--- src/rtl/io_port_responder.sv ---
// CPU I/O port responder: 4-deep RX byte FIFO, status/control ports, LED register.
// Optional feature macro IO_RESPONDER_IRQ_EN enables the interrupt-enable bit and irq output.
module io_port_responder (
   input  logic       clk,
   input  logic       rst,
   input  logic [7:0] port_id,
   input  logic [7:0] out_port,
   input  logic       io_strb,
   output logic [7:0] in_port,
   input  logic [7:0] rx_data,
   input  logic       rx_valid,
   output logic [7:0] led,
   output logic       irq
);

   localparam logic [7:0] PORT_RX_DATA = 8'h30;
   localparam logic [7:0] PORT_STATUS  = 8'h31;
   localparam logic [7:0] PORT_POP     = 8'h32;
   localparam logic [7:0] PORT_CTRL    = 8'h33;
   localparam logic [7:0] PORT_LED     = 8'h40;

   logic [7:0] r_mem [0:3];
   logic [1:0] r_rd_ptr;
   logic [1:0] r_wr_ptr;
   logic [2:0] r_count;
   logic       r_ovf;
   logic       r_ie;
   logic [7:0] r_led;
   logic       r_irq;

   logic       w_pop_req;
   logic       w_ctrl_wr;
   logic       w_led_wr;
   logic       w_pop;
   logic       w_push;
   logic       w_full;
   logic       w_ovf_set;
   logic       w_ie_next;
   logic [2:0] w_count_next;

   assign w_pop_req = io_strb && (port_id == PORT_POP);
   assign w_ctrl_wr = io_strb && (port_id == PORT_CTRL);
   assign w_led_wr  = io_strb && (port_id == PORT_LED);
   assign w_full    = (r_count == 3'd4);
   assign w_pop     = w_pop_req && (r_count != 3'd0);
   // A full FIFO still accepts a byte when the head leaves in the same cycle
   assign w_push    = rx_valid && (!w_full || w_pop);
   assign w_ovf_set = rx_valid && w_full && !w_pop;

`ifdef IO_RESPONDER_IRQ_EN
   assign w_ie_next = w_ctrl_wr ? out_port[1] : r_ie;
`else
   assign w_ie_next = 1'b0;
`endif

   always_comb begin
      w_count_next = r_count;
      case ({w_push, w_pop})
         2'b10:   w_count_next = r_count + 3'd1;
         2'b01:   w_count_next = r_count - 3'd1;
         default: w_count_next = r_count;
      endcase
   end

   always_ff @(posedge clk) begin
      if (rst) begin
         r_rd_ptr <= 2'd0;
         r_wr_ptr <= 2'd0;
         r_count  <= 3'd0;
         r_ovf    <= 1'b0;
         r_ie     <= 1'b0;
         r_led    <= 8'h00;
         r_irq    <= 1'b0;
      end else begin
         if (w_push)
            r_wr_ptr <= r_wr_ptr + 2'd1;
         if (w_pop)
            r_rd_ptr <= r_rd_ptr + 2'd1;
         r_count <= w_count_next;
         // A fresh overflow wins over a simultaneous clear
         if (w_ovf_set)
            r_ovf <= 1'b1;
         else if (w_ctrl_wr && out_port[0])
            r_ovf <= 1'b0;
         r_ie <= w_ie_next;
         if (w_led_wr)
            r_led <= out_port;
         r_irq <= w_ie_next && (w_count_next != 3'd0);
      end
   end

   // Storage is not reset; count=0 masks stale contents on the read port
   always_ff @(posedge clk) begin
      if (w_push && !rst)
         r_mem[r_wr_ptr] <= rx_data;
   end

   always_comb begin
      in_port = 8'h00;
      case (port_id)
         PORT_RX_DATA: in_port = (r_count != 3'd0) ? r_mem[r_rd_ptr] : 8'h00;
         PORT_STATUS:  in_port = {3'b000, r_ie, r_ovf, r_count};
         PORT_LED:     in_port = r_led;
         default:      in_port = 8'h00;
      endcase
   end

   assign led = r_led;
   assign irq = r_irq;

endmodule

--- config.mk ---
export PLATFORM = sky130hd
export DESIGN_NAME = io_port_responder
export DESIGN_NICKNAME = d
export VERILOG_FILES = /design/src/rtl/io_port_responder.sv
export SDC_FILE = /design/constraint.sdc
export NUM_CORES = 1
export LEC_CHECK = 0
export ABC_AREA = 1
export BUFFER_PORTS_ARGS = -buffer_cell sky130_fd_sc_hd__buf_4
export CAP_MARGIN = 30
export CORE_MARGIN = 2
export CORE_UTILIZATION = 49
export DETAILED_ROUTE_END_ITERATION = 8
export PLACE_DENSITY = 0.85
export SLEW_MARGIN = 30
export SYNTH_ARGS = -nofsm -noshare
export SYNTH_HDL_FRONTEND = slang
export SYNTH_SLANG_ARGS = --single-unit
--- constraint.sdc ---
create_clock -name clk -period 1.6 [get_ports clk]
set_clock_uncertainty 0.05 [all_clocks]
set_input_delay 0.08 -clock clk [delete_from_list [all_inputs] [get_ports clk]]
set_output_delay 0.08 -clock clk [all_outputs]
set_load 0.02 [all_outputs]
==> results.md <==
* Status: complete, but fails checks
* Failing checks: setup timing
* Hold Crit Class: primary input to flip-flop
* Hold path depth at 3
* Initial Utilization at 0.513
* Reg clk slew, reported paths at approximately 0.09 ns
* Post-layout instance area at 0.00319 mm²
* Vias per Instance at 5.42
* Pin count of the biggest net entering global routing at 17
* Reg2reg path depth at 9
* Grt ovf at 0
* Hold Crit Start: rx_valid
* Iter 0 DRT Violations at 194
* Synth Warn # at 0
* CP Cell Sequence: inv_2 -> nand2_2 -> nor2_4 -> nor2_4 -> buf_6 -> nand2_4 -> inv_6 -> a22o_1 -> buf_6
* Cts bufs inserted at 5
* CTS tree: done
* Fin worst setup slack at -0.0520 ns
* MaxCap Viol Count at 0
* Critical Path End Type: primary output
* Worst setup path category: flip-flop to primary output
* Number of nets with antenna violations after routing at 0
* FF-to-FF End: r_mem[2][4]$_DFFE_PP_
* Cell family with the largest share of critical-path delay: buffers and inverters
* Register area at around 0.0013 mm²
* Core Rows at 24
* Footprint of the multi-input gates at 880 µm²
* NumNets Final at 344
* Post-layout util at 0.724
* Pwr Density at 797 mW/mm²
* Syn Area/Cell at just under 10 µm²
* Worst VDD drop at about 600 µV
* FF+latch count, synth at 50
* Period Utilization, post-route at 1.03
* Worst path required time at 1.47 ns
* Final Max Tran Viols at 0
* Critical path arrival at 1.52 ns
* Startpoint Class: flip-flop
* Gate Count Post-Synth at 228
* Critical Path Fanout Max at 8
* Worst stage delay on the critical path at 0.33 ns
* Synth-to-layout area growth at 41.0%
* Fin crit period at around 1.7 ns
* Worst path bufs/invs at 4
* DR WL/cell at ~16 µm
* Die height at 72 µm
* # clock sinks at 50
* Number of top-level pins at 45
* Highest-delay cell along the critical path: dfxtp_2
* Reg2reg start: r_count[1]$_SDFFE_PP0P_
* Drt first pass iters at 5
* Via count at 1973
* Ratio of cells with drive above 1 in the final layout at 0.362
* Hold path endpoint: r_ovf$_SDFFE_PP0P_
* DRC at 0
* Final Hold Viols at 0
* Clock latency on the worst-skew pair at ~0.30 ns
* Syn_nets at 261
* Placeable Area at 0.00441 mm²
* Fillers at between 200 and 300
* Final wirelength at between 5 and 6 mm
* Setup slack, reg-to-reg at -0.03 ns
* Vias in the first global route at 1891
* CTS Buffer Depth at 2
* Cell Area, Synth at approximately 0.0023 mm²
* Static leakage at 1.34 nW
* Root buf cell: clkbuf_8
* DIE WIDTH at just over 70 µm
* Setup-failing EPs final at 21
* Die area at 0.00518 mm²
* H-tree depth at 2
* GR Util All Layers at 0.227
* Port Buffers at 43
* Final Wtd Congestion at 0.877
* Placed Area at 0.00277 mm²
* Netlist cell types at 33
* N_diodes at 0
* First-pass GRT wire length at roughly 8.9 mm
* Unrepaired setup endpoints after global routing: yes
* Post-DP HPWL at roughly 3.7 mm
* Max Fclk at between 600 and 700 MHz
* Register area share after synthesis at 0.583
* Antenna violations before repair at 0
## through the flow
stage          hold slack (ns)  TNS, ns  instances  worst slack, ns  total power [mW]
2_1_floorplan           0.0991    -3.09        228          -0.0935              1.54
3_3_place_gp             0.232        0        336           0.0161              1.64
3_5_place_dp             0.234  -0.0941        336          -0.0377              1.65
4_1_cts               0.000857   -0.257        362          -0.0751              2.52
5_1_grt                 0.0865    -3.88        364           -0.129              2.63
6_report                0.0630   -0.527        364          -0.0520              2.55
## sequential cells by signal, summed over array words and instances (netlist names), named ones only
signal    cells
r_mem        32
led           8
r_count       3
r_rd_ptr      2
r_wr_ptr      2
r_ovf         1
## worst register-to-register path, stage by stage (launching register included)
cell     delay, ns
dfxtp_2       0.35
inv_2         0.05
buf_4         0.13
buf_4         0.14
nand3_2       0.09
inv_2         0.05
nand2_4       0.08
nand3_4       0.11
nor2_2        0.14
buf_6         0.16
## cell usage in the layout, fill, tap and decap left out, types with 2 or more instances in the layout
master         instances
nor2_2                 3
nor2_4                 5
a22o_1                 4
a21oi_1                6
clkbuf_8               5
nand4_1                3
nand2_1               18
ha_1                   4
clkinv_1               2
o21ai_0               24
o21ai_1                4
buf_6                 12
nor3_1                 9
nand2_2                5
nor2_1                29
nand3_1                5
dfxtp_1               14
clkbuf_1               2
dfxtp_2                4
o22ai_1                8
inv_2                  9
nand3_2                6
dlygate4sd3_1         17
edfxtp_1              32
nand2_4                3
inv_1                 15
buf_4                 52
## power by group
group | internal (mW) | total (mW) | switching (mW)
Combinational | 0.136 | 0.275 | 0.139
Sequential | 1.40 | 1.41 | 0.0134
Clock | 0.468 | 0.858 | 0.390
Total | 2.00 | 2.55 | 0.542
## how the worst max path moves through the flow
stage                     cells past startpoint                       to                     from
after CTS                                     9               in_port[5]  r_count[1]$_SDFFE_PP0P_
after global placement                       10  r_count[2]$_SDFFE_PP0P_  r_count[1]$_SDFFE_PP0P_
after global routing                          9               in_port[5]  r_count[0]$_SDFFE_PP0P_
after floorplan                               8    r_mem[0][0]$_DFFE_PP_  r_count[1]$_SDFFE_PP0P_
after detailed placement                     10  r_count[2]$_SDFFE_PP0P_  r_count[1]$_SDFFE_PP0P_
final                                         9               in_port[7]  r_count[1]$_SDFFE_PP0P_
## routing by layer
metal,part of all wire,vias to the layer above,GRT usage
met2,0.51,80,0.381
met5,0,-,0
met3,0.052,16,0.0444
met1,0.41,927,0.285
li1,-,950,-
met4,0.031,0,0.105
## cell usage after synthesis (all sizes together)
| cell type | instances | area share |
|---|---|---|
| conb | 1 | 0.0017 |
| ha | 4 | 0.022 |
| nor3 | 11 | 0.031 |
| nand3 | 12 | 0.033 |
| inv | 24 | 0.040 |
| a22o | 4 | 0.015 |
| fa | 1 | 0.0088 |
| nand4 | 3 | 0.0083 |
| o22ai | 8 | 0.022 |
| buf | 5 | 0.012 |
| nor4 | 2 | 0.0083 |
| clkbuf | 1 | 0.0022 |
| o21ai | 28 | 0.062 |
| a21oi | 6 | 0.013 |
| nand2 | 26 | 0.054 |
| o31ai | 1 | 0.0033 |
| nor2 | 37 | 0.069 |
| clkinv | 3 | 0.0050 |
| dfxtp | 18 | 0.16 |
| nor3b | 1 | 0.0055 |
| edfxtp | 32 | 0.42 |
## cell families (layout without fill, tap and decap cells)
group | Yosys count | after routing | synth area share
flip-flops | 50 | 50 | 0.583
other | 1 | 1 | 0.00165
AND/OR/NAND/NOR | 92 | 92 | 0.210
AO/OA/AOI/OAI | 47 | 47 | 0.116
adder cells (fa/ha/maj) | 5 | 5 | 0.0309
buffers and inverters | 33 | 117 | 0.0585
## final cells by class
type	instances	area share
inverter	27	0.0333
timing repair buffer	82	0.222
clock inverter	1	0.00940
tap	52	0.0204
sequential	50	0.415
multi-input combinational	145	0.275
clock buffer	7	0.0239
## what timing repair did
item	in CTS	in global routing
endpoints found under the hold margin	44	1
hold buffers	16	1
endpoints found under the setup margin	42	44
pin swaps	10	10
buffers inserted	2	1
gates resized for setup	18	23
Note: power is estimated with default switching activity, not from simulation.
